**src/rtl/cdb_arbiter_pkg.sv**
```systemverilog
// Shared types and constants for the common-data-bus arbiter and its per-source queues.
package cdb_arbiter_pkg;

    localparam int NUM_SRC_DEFAULT = 3;
    localparam int SRC_ALU         = 0;
    localparam int SRC_ST          = 1;
    localparam int SRC_LD          = 2;
    localparam int ROB_TAG_W       = 6;

    typedef struct packed {
        logic                 valid;
        logic                 speculative;
        logic [31:0]          inst;
        logic [31:0]          NPC;
        logic [31:0]          value;
        logic [ROB_TAG_W-1:0] rob_tag;
    } EX_WR_PACKET;

    // Queue entries carry the full result packet; valid is always 1 while stored.
    typedef EX_WR_PACKET cdb_queue_entry_t;

endpackage

```
**src/rtl/cdb_src_queue.sv**
```systemverilog
// Per-source circular result FIFO with speculative squash/compaction and resolve.
module cdb_src_queue
    import cdb_arbiter_pkg::*;
#(
    parameter int QDEPTH = 2
) (
    input  logic             clock,
    input  logic             reset,
    input  EX_WR_PACKET      enq_pkt,
    input  logic             kill,
    input  logic             resolve,
    input  logic             deq,
    output cdb_queue_entry_t head_pkt,
    output logic             eligible,
    output logic             full
);
    localparam int PW = (QDEPTH > 1) ? $clog2(QDEPTH) : 1;
    localparam int CW = $clog2(QDEPTH + 1);

    cdb_queue_entry_t mem_reg  [QDEPTH];
    cdb_queue_entry_t mem_next [QDEPTH];
    logic [PW-1:0]    head_reg, head_next;
    logic [PW-1:0]    tail_reg, tail_next;
    logic [CW-1:0]    count_reg, count_next;
    logic             enq;
    cdb_queue_entry_t in_pkt;
    cdb_queue_entry_t e_pkt;
    int               idx;

    function automatic logic [PW-1:0] ptr_add(input logic [PW-1:0] p, input int k);
        int s;
        s = int'(p) + k;
        if (s >= QDEPTH) s = s - QDEPTH;
        return PW'(s);
    endfunction

    assign full     = (count_reg == CW'(QDEPTH));
    assign eligible = (count_reg != '0) && !(kill && mem_reg[head_reg].speculative);
    assign enq      = enq_pkt.valid && !full && !(kill && enq_pkt.speculative);

    always_comb begin
        head_pkt = mem_reg[head_reg];
        if (resolve && !kill) head_pkt.speculative = 1'b0;
    end

    always_comb begin
        mem_next   = mem_reg;
        head_next  = head_reg;
        tail_next  = tail_reg;
        count_next = count_reg;
        in_pkt     = enq_pkt;
        e_pkt      = '0;
        idx        = 0;
        if (resolve && !kill) in_pkt.speculative = 1'b0;
        if (kill) begin
            // Rebuild survivors from slot 0 so order is preserved and the count is exact.
            for (int k = 0; k < QDEPTH; k++) begin
                e_pkt = mem_reg[ptr_add(head_reg, k)];
                if (k < int'(count_reg) && !(k == 0 && deq) && !e_pkt.speculative) begin
                    if (idx < QDEPTH) mem_next[PW'(idx)] = e_pkt;
                    idx = idx + 1;
                end
            end
            if (enq) begin
                if (idx < QDEPTH) mem_next[PW'(idx)] = in_pkt;
                idx = idx + 1;
            end
            head_next  = '0;
            tail_next  = (idx >= QDEPTH) ? '0 : PW'(idx);
            count_next = CW'(idx);
        end else begin
            if (resolve) begin
                for (int k = 0; k < QDEPTH; k++) mem_next[PW'(k)].speculative = 1'b0;
            end
            if (deq) head_next = ptr_add(head_reg, 1);
            if (enq) begin
                mem_next[tail_reg] = in_pkt;
                tail_next          = ptr_add(tail_reg, 1);
            end
            count_next = count_reg + CW'(enq) - CW'(deq);
        end
    end

    always_ff @(posedge clock) begin
        if (reset) begin
            head_reg  <= '0;
            tail_reg  <= '0;
            count_reg <= '0;
        end else begin
            mem_reg   <= mem_next;
            head_reg  <= head_next;
            tail_reg  <= tail_next;
            count_reg <= count_next;
        end
    end

    // A source must hold its result while its queue reports full.
    no_push_when_full_a: assert property (@(posedge clock) disable iff (reset)
        !(enq_pkt.valid && full));

endmodule

```
**src/rtl/cdb_arbiter.sv**
```systemverilog
// Round-robin common-data-bus arbiter over NUM_SRC result queues with registered broadcast.
module cdb_arbiter
    import cdb_arbiter_pkg::*;
#(
    parameter int NUM_SRC = NUM_SRC_DEFAULT,
    parameter int QDEPTH  = 2
) (
    input  logic                       clock,
    input  logic                       reset,
    input  EX_WR_PACKET                src_in [NUM_SRC],
    input  logic                       kill,
    input  logic                       resolve,
    output logic [NUM_SRC-1:0]         src_full,
    output EX_WR_PACKET                cdb_out,
    output logic [$clog2(NUM_SRC)-1:0] grant_src
);
    localparam int GW = $clog2(NUM_SRC);

    cdb_queue_entry_t head_pkts [NUM_SRC];
    logic [NUM_SRC-1:0] eligible;
    logic [NUM_SRC-1:0] deq;
    logic [GW-1:0]      rr_reg;
    logic [GW-1:0]      pick_idx;
    logic               pick_valid;
    int                 cand;
    EX_WR_PACKET        cdb_next;

    generate
        for (genvar gi = 0; gi < NUM_SRC; gi++) begin : g_queue
            assign deq[gi] = pick_valid && (pick_idx == GW'(gi));
            cdb_src_queue #(.QDEPTH(QDEPTH)) u_queue (
                .clock    (clock),
                .reset    (reset),
                .enq_pkt  (src_in[gi]),
                .kill     (kill),
                .resolve  (resolve),
                .deq      (deq[gi]),
                .head_pkt (head_pkts[gi]),
                .eligible (eligible[gi]),
                .full     (src_full[gi])
            );
        end
    endgenerate

    // Scan begins at rr_reg and wraps; first eligible queue wins.
    always_comb begin
        pick_valid = 1'b0;
        pick_idx   = '0;
        cand       = 0;
        for (int k = 0; k < NUM_SRC; k++) begin
            cand = int'(rr_reg) + k;
            if (cand >= NUM_SRC) cand = cand - NUM_SRC;
            if (!pick_valid && eligible[GW'(cand)]) begin
                pick_valid = 1'b1;
                pick_idx   = GW'(cand);
            end
        end
    end

    always_comb begin
        cdb_next = '0;
        if (pick_valid) begin
            cdb_next       = head_pkts[pick_idx];
            cdb_next.valid = 1'b1;
        end
    end

    always_ff @(posedge clock) begin
        if (reset) begin
            cdb_out   <= '0;
            grant_src <= '0;
            rr_reg    <= '0;
        end else begin
            cdb_out   <= cdb_next;
            grant_src <= pick_valid ? pick_idx : '0;
            if (pick_valid)
                rr_reg <= (int'(pick_idx) == NUM_SRC - 1) ? '0 : pick_idx + 1'b1;
        end
    end

endmodule

```
**config.mk**
```make
export PLATFORM = sky130hd
export DESIGN_NAME = cdb_arbiter
export DESIGN_NICKNAME = d
export VERILOG_FILES = /design/src/rtl/cdb_arbiter_pkg.sv /design/src/rtl/cdb_src_queue.sv /design/src/rtl/cdb_arbiter.sv
export SDC_FILE = /design/constraint.sdc
export NUM_CORES = 2
export LEC_CHECK = 0
export ABC_AREA = 1
export BUFFER_PORTS_ARGS = -buffer_cell sky130_fd_sc_hd__buf_4
export CAP_MARGIN = 20
export CORE_MARGIN = 2
export CORE_UTILIZATION = 55
export DETAILED_ROUTE_END_ITERATION = 8
export PLACE_DENSITY = 0.81
export SYNTH_ARGS = -nofsm -noshare
export SYNTH_HDL_FRONTEND = slang
export SYNTH_HIERARCHICAL = 1
export SYNTH_SLANG_ARGS = --single-unit
export TNS_END_PERCENT = 20
```
**constraint.sdc**
```tcl
create_clock -name clock -period 5.9 [get_ports clock]
set_input_delay 0.885 -clock clock [delete_from_list [all_inputs] [get_ports clock]]
set_output_delay 0.885 -clock clock [all_outputs]
set_load 0.01 [all_outputs]
```
# Word level (Yosys, flattened, before mapping)

Cells that the tools add are included.

Add/subtract/negate cells: 33
Order comparisons: 58
Equality and inequality tests: 6
Multiplexer cells: 161
Bitwise gates (word level): 21
Reduce and logical (&&, ||, !) cells: 72

Operators with widths:

| cell                                                                                 | number |
|---|---|
| 104-bit 2-to-1 mux                                                                   | 43 |
| 208-bit 2-to-1 mux                                                                   | 21 |
| 208-bit bitwise mux                                                                  | 9 |
| 104-bit demux with 1-bit select                                                      | 9 |
| 32-bit 2-to-1 mux                                                                    | 15 |
| 104-bit binary-select mux with 2-bit select                                          | 1 |
| 103-bit 2-to-1 mux                                                                   | 2 |
| 32-bit by 2-bit adder with 32-bit output, second input constant                      | 6 |
| 32-bit by 3-bit < comparator with 1-bit output, second input constant                | 6 |
| 32-bit by 3-bit greater-or-equal comparator with 1-bit output, second input constant | 3 |
| 1-bit 2-to-1 mux                                                                     | 48 |
| 1-bit logical AND                                                                    | 39 |
| 2-bit greater-or-equal comparator, second input constant                             | 19 |
| 1-bit inverter with 2-bit output                                                     | 12 |
| 1-bit logical NOT                                                                    | 21 |
| 2-bit 2-to-1 mux                                                                     | 10 |
| 1-bit by 2-bit greater-or-equal comparator with 1-bit output, second input constant  | 9 |
| 1-bit by 1-bit adder with 2-bit output, second input constant                        | 6 |
| 1-bit by 2-bit < comparator with 1-bit output, first input constant                  | 6 |
| 2-bit by 4-bit < comparator with 1-bit output, second input constant                 | 3 |
| 2-bit nonzero test                                                                   | 6 |
| 2-bit equality test, second input constant                                           | 5 |
| 1-bit subtractor, second input constant                                              | 9 |
| 1-bit inverter                                                                       | 8 |
| 16 further kinds                                                                     | 35 |

Flip-flop bits (word level): 744
Bits of input ports: 316
Output and inout bits: 109
Logic and storage cells: 404

# Longest topological paths before layout

Word-level depth: 37
Gate-level depth with buffers: 24

# Modules after synthesis

Netlist, hierarchy kept.

Modules (own cells, without submodules):

| module        | times used | cells each | area an instance (µm²) | sequential area each (µm²) |
|---|---|---|---|---|
| cdb_src_queue | 3          | 1710       | 13500.4                | 6326.1 |
| cdb_arbiter   | 1          | 963        | 6047.0                 | 2162.1 |

# Worst setup path after synthesis

No wires, ideal clock.

Path kind: input port to flip-flop
From: input port kill
To: register g_queue[0].u_queue/mem_reg[0] in the netlist's numbering (enable)
Library setup time: 568 ps
Data arrival time: 5779 ps
Data required time: 5332 ps
Path slack: -447 ps
Stages: 6
Cells stage by stage: buf_2 > inv_1 > clkbuf_1 > nand2_1 > nand2_1 > nor2_1

Longest elaborated chain between the ends: 5

Ends and longest elaborated chain:

| element                                | RTL line            | RTL |
|---|---|---|
| from (decl)                            | cdb_arbiter.sv:11   | `input logic kill,` |
| 1-bit logical AND                      | cdb_src_queue.sv:39 | `assign enq = enq_pkt.valid && !full && !(kill && enq_pkt.speculative);` |
| 1-bit logical NOT                      | cdb_src_queue.sv:39 |  |
| 1-bit logical AND                      | cdb_src_queue.sv:39 |  |
| 2-bit nonzero test (no source line) *  | -                   |  |
| 2-bit AND reduction (no source line) * | -                   |  |
| to (signal assigned)                   | cdb_src_queue.sv:90 | `mem_reg <= mem_next;` |
| to (decl)                              | cdb_src_queue.sv:20 | `cdb_queue_entry_t mem_reg [QDEPTH];` |

Mark *: on every way between the ends. The rest lies on a longest branch, timed or not.
A chain may end at the register's enable or synchronous reset.

==> summary.txt <==
Status
  – Outcome: finished clean

Power and ir drop
  – Maximum VDD drop: around 0.39 mV
  – Switching pwr: between 10 and 15 mW
  – Pleak: around 25 nW
  – Sw Ratio: 49.0%
  – Comb pwr share: between 50% and 60%
  – Reg power frac: between 20% and 30%
  – Power Density: 534 nW/µm²
  – Cell-internal power: 14.2 mW
  – Clock share of power: 19.4%

Synthesis
  – Syn nets: around 6400
  – Synth Area per Inst: between 7 and 8 µm²
  – Post-Synthesis Cells: approximately 6100
  – Synth Warn #: 6
  – Post-synthesis cell area: 46200 µm²

Route
  – Via count: about 44000
  – DRT Wirelength: 158000 µm
  – Drt first pass iters: 6
  – Vias per cell: 5.93
  – Initial DRC Count: around 5800
  – Wire per inst: about 22 µm
  – ANT nets after route: 0
  – DRC: 0

GRT
  – Pin count of the biggest net entering global routing: ~220
  – Initial antenna violation count: 2
  – First-pass GRT wire length: 236000 µm
  – GRT Residual Overflow: 0
  – Total track usage: around 36%
  – Vias in the first global route: slightly above 40000

Final layout
  – Final net count: between 6000 and 7000
  – Synth-to-layout area growth: 12.4%
  – Share of layout cells above drive strength 1: 14.6%
  – Number of flip-flops in the largest register: 618
  – Core Util, Final: between 60 and 70%
  – Antenna Cells: 0
  – # fillers: 7084

Place
  – Placer congestion estimate: ~0.94
  – IO Port Bufs: between 400 and 500
  – HPWL after DPL: just over 100000 µm

Die
  – Core Region: roughly 83000 µm²
  – I/O pins: around 430
  – Die area: 86400 µm²
  – Die Y: 294 µm
  – Starting Density: 55.4%
  – Die width: 294 µm
  – # rows: between 100 and 150

STA
  – Final worst-path cycle share: between 70% and 80%
  – Setup-failing EPs final: 0
  – Final Critical Period: 4410 ps
  – Relative max-transition margin: a little under a fifth
  – Slew Limit Fails: 0
  – Fin. Hold Viols: 0
  – Clock skew: approximately 33 ps
  – Maximum clock frequency: between 0.2 and 0.25 GHz
  – Tightest Pin Transition: 1220 ps
  – RSZ-0062 raised after global routing: no
  – Hold WS: 514 ps

Clock network
  – Clk slew on worst S/H paths: approximately 60 ps
  – Htree depth: 3
  – Post-CTS setup repair buffer count: 0
  – Total clock sinks: approximately 740
  – Worst-skew pair later-pin latency: approximately 650 ps
  – CTS root buf: clkbuf_16
  – CTS resizes: 0
  – CTS tree: done
  – Hold buffers post-CTS: 0
  – CTS Buf Count: 82
  – Clock buffer depth: 3

Worst setup path
  – Worst Setup Start Kind: register
  – Critical path class: reg -> reg
  – Crit-path most repeated cell: nand2_4
  – CP peak stage delay: 610 ps
  – CP Buf/Inv Count: 5
  – Worst-path maximum fanout: slightly above 60
  – Critical-path top delay cell: buf_4
  – Critical Path RT: 6370 ps
  – Endpoint arrival time on the critical path: around 4900 ps
  – Critical-path cell list: inv_1 -> nand2_1 -> a31oi_1 -> inv_2 -> o21ai_2 -> nand2_4 -> nand2_1 -> nand2_1 -> nand2_4 -> nand2_4 -> nand2_1 -> inv_1 -> nor2_2 -> nand2_4 -> nand2_4 -> inv_2 -> nand2_4 -> buf_4 -> nand4_1 -> o21ai_0
  – Crit path max-delay family: simple AND/OR/NAND/NOR gates
  – Crit. End Element: register

Flow run
  – MaxCap Viol Count: 0

Hold path
  – Min-Delay Path Class: reg -> reg
[per-layer routing]
layer	up-vias	wire length, µm	GRT usage, %
li1	19989	-	-
met1	19996	57000	46.8
met2	3047	66600	51.4
met3	476	22600	10.3
met4	4	12200	23.5
met5	-	28	0
[metrics by stage]
step | setup TNS (ps) | area [µm²] | worst slack (ps) | power, mW | std cells
2_1_floorplan | -151130 | 46200 | -404 | 17.0 | 6060
3_3_place_gp | 0 | 49100 | 1370 | 21.4 | 7183
3_5_place_dp | 0 | 49100 | 1310 | 21.7 | 7183
4_1_cts | 0 | 51900 | 1600 | 27.1 | 7336
5_1_grt | 0 | 52000 | 1170 | 29.1 | 7338
6_report | 0 | 52000 | 1490 | 27.8 | 7338
[area by class of cell]
class | count | area (µm²) | share of cell area (%)
clock buffers | 114 | 2410 | 4.63
clock inverters | 39 | 420 | 0.809
inverters | 1271 | 4780 | 9.19
multi-input cells | 3610 | 18200 | 35.0
flip-flops and latches | 738 | 21000 | 40.4
well taps | 1080 | 1350 | 2.60
repair buffers | 486 | 3850 | 7.41
[worst paths after layout]
kind	start	to	slack, ps	cells past startpoint
worst max-delay path	g_queue[2].u_queue/head_reg$_SDFFE_PP0P_	g_queue[1].u_queue/mem_reg[124]$_DFFE_PP_	1490	20
worst min-delay path	rr_reg[0]$_SDFFE_PP0P_	rr_reg[0]$_SDFFE_PP0P_	510	2
worst max register to register	g_queue[2].u_queue/head_reg$_SDFFE_PP0P_	g_queue[1].u_queue/mem_reg[124]$_DFFE_PP_	1490	20
worst min register to register	rr_reg[0]$_SDFFE_PP0P_	rr_reg[0]$_SDFFE_PP0P_	510	2
[worst reg2reg max path, delay by kind of cell (launching register included)]
kind                   cells  cell delay [ps]
AO/OA/AOI/OAI              3              820
buffers and inverters      5             1130
flip-flops                 1              480
AND/OR/NAND/NOR           12             1800
[power groups by stage]
stage,sequential [mW],combinational (mW),clock [mW]
2_1_floorplan,7.58,9.46,0
3_3_place_gp,7.63,13.8,0
3_5_place_dp,7.67,14.1,0
4_1_cts,7.57,14.2,5.41
5_1_grt,7.68,15.8,5.61
6_report,7.60,14.8,5.40
[cells in the final DEF, fill, tap and decap left out, types with 13 or more instances in the layout]
master        n
o22ai_1     201
inv_1      1247
buf_12       14
inv_2        20
buf_4       469
nand4_1     198
nand3b_1    108
o21ai_0     917
clkinv_2     18
o21ai_2     208
nor2_1       24
dfxtp_1     117
o21ai_1      24
clkbuf_16    87
clkbuf_8     13
nand2_4      19
a21oi_1     107
nand2_1    1497
nand3_1     238
clkbuf_1     14
edfxtp_1    618
Power figures use the tool's default switching activity.
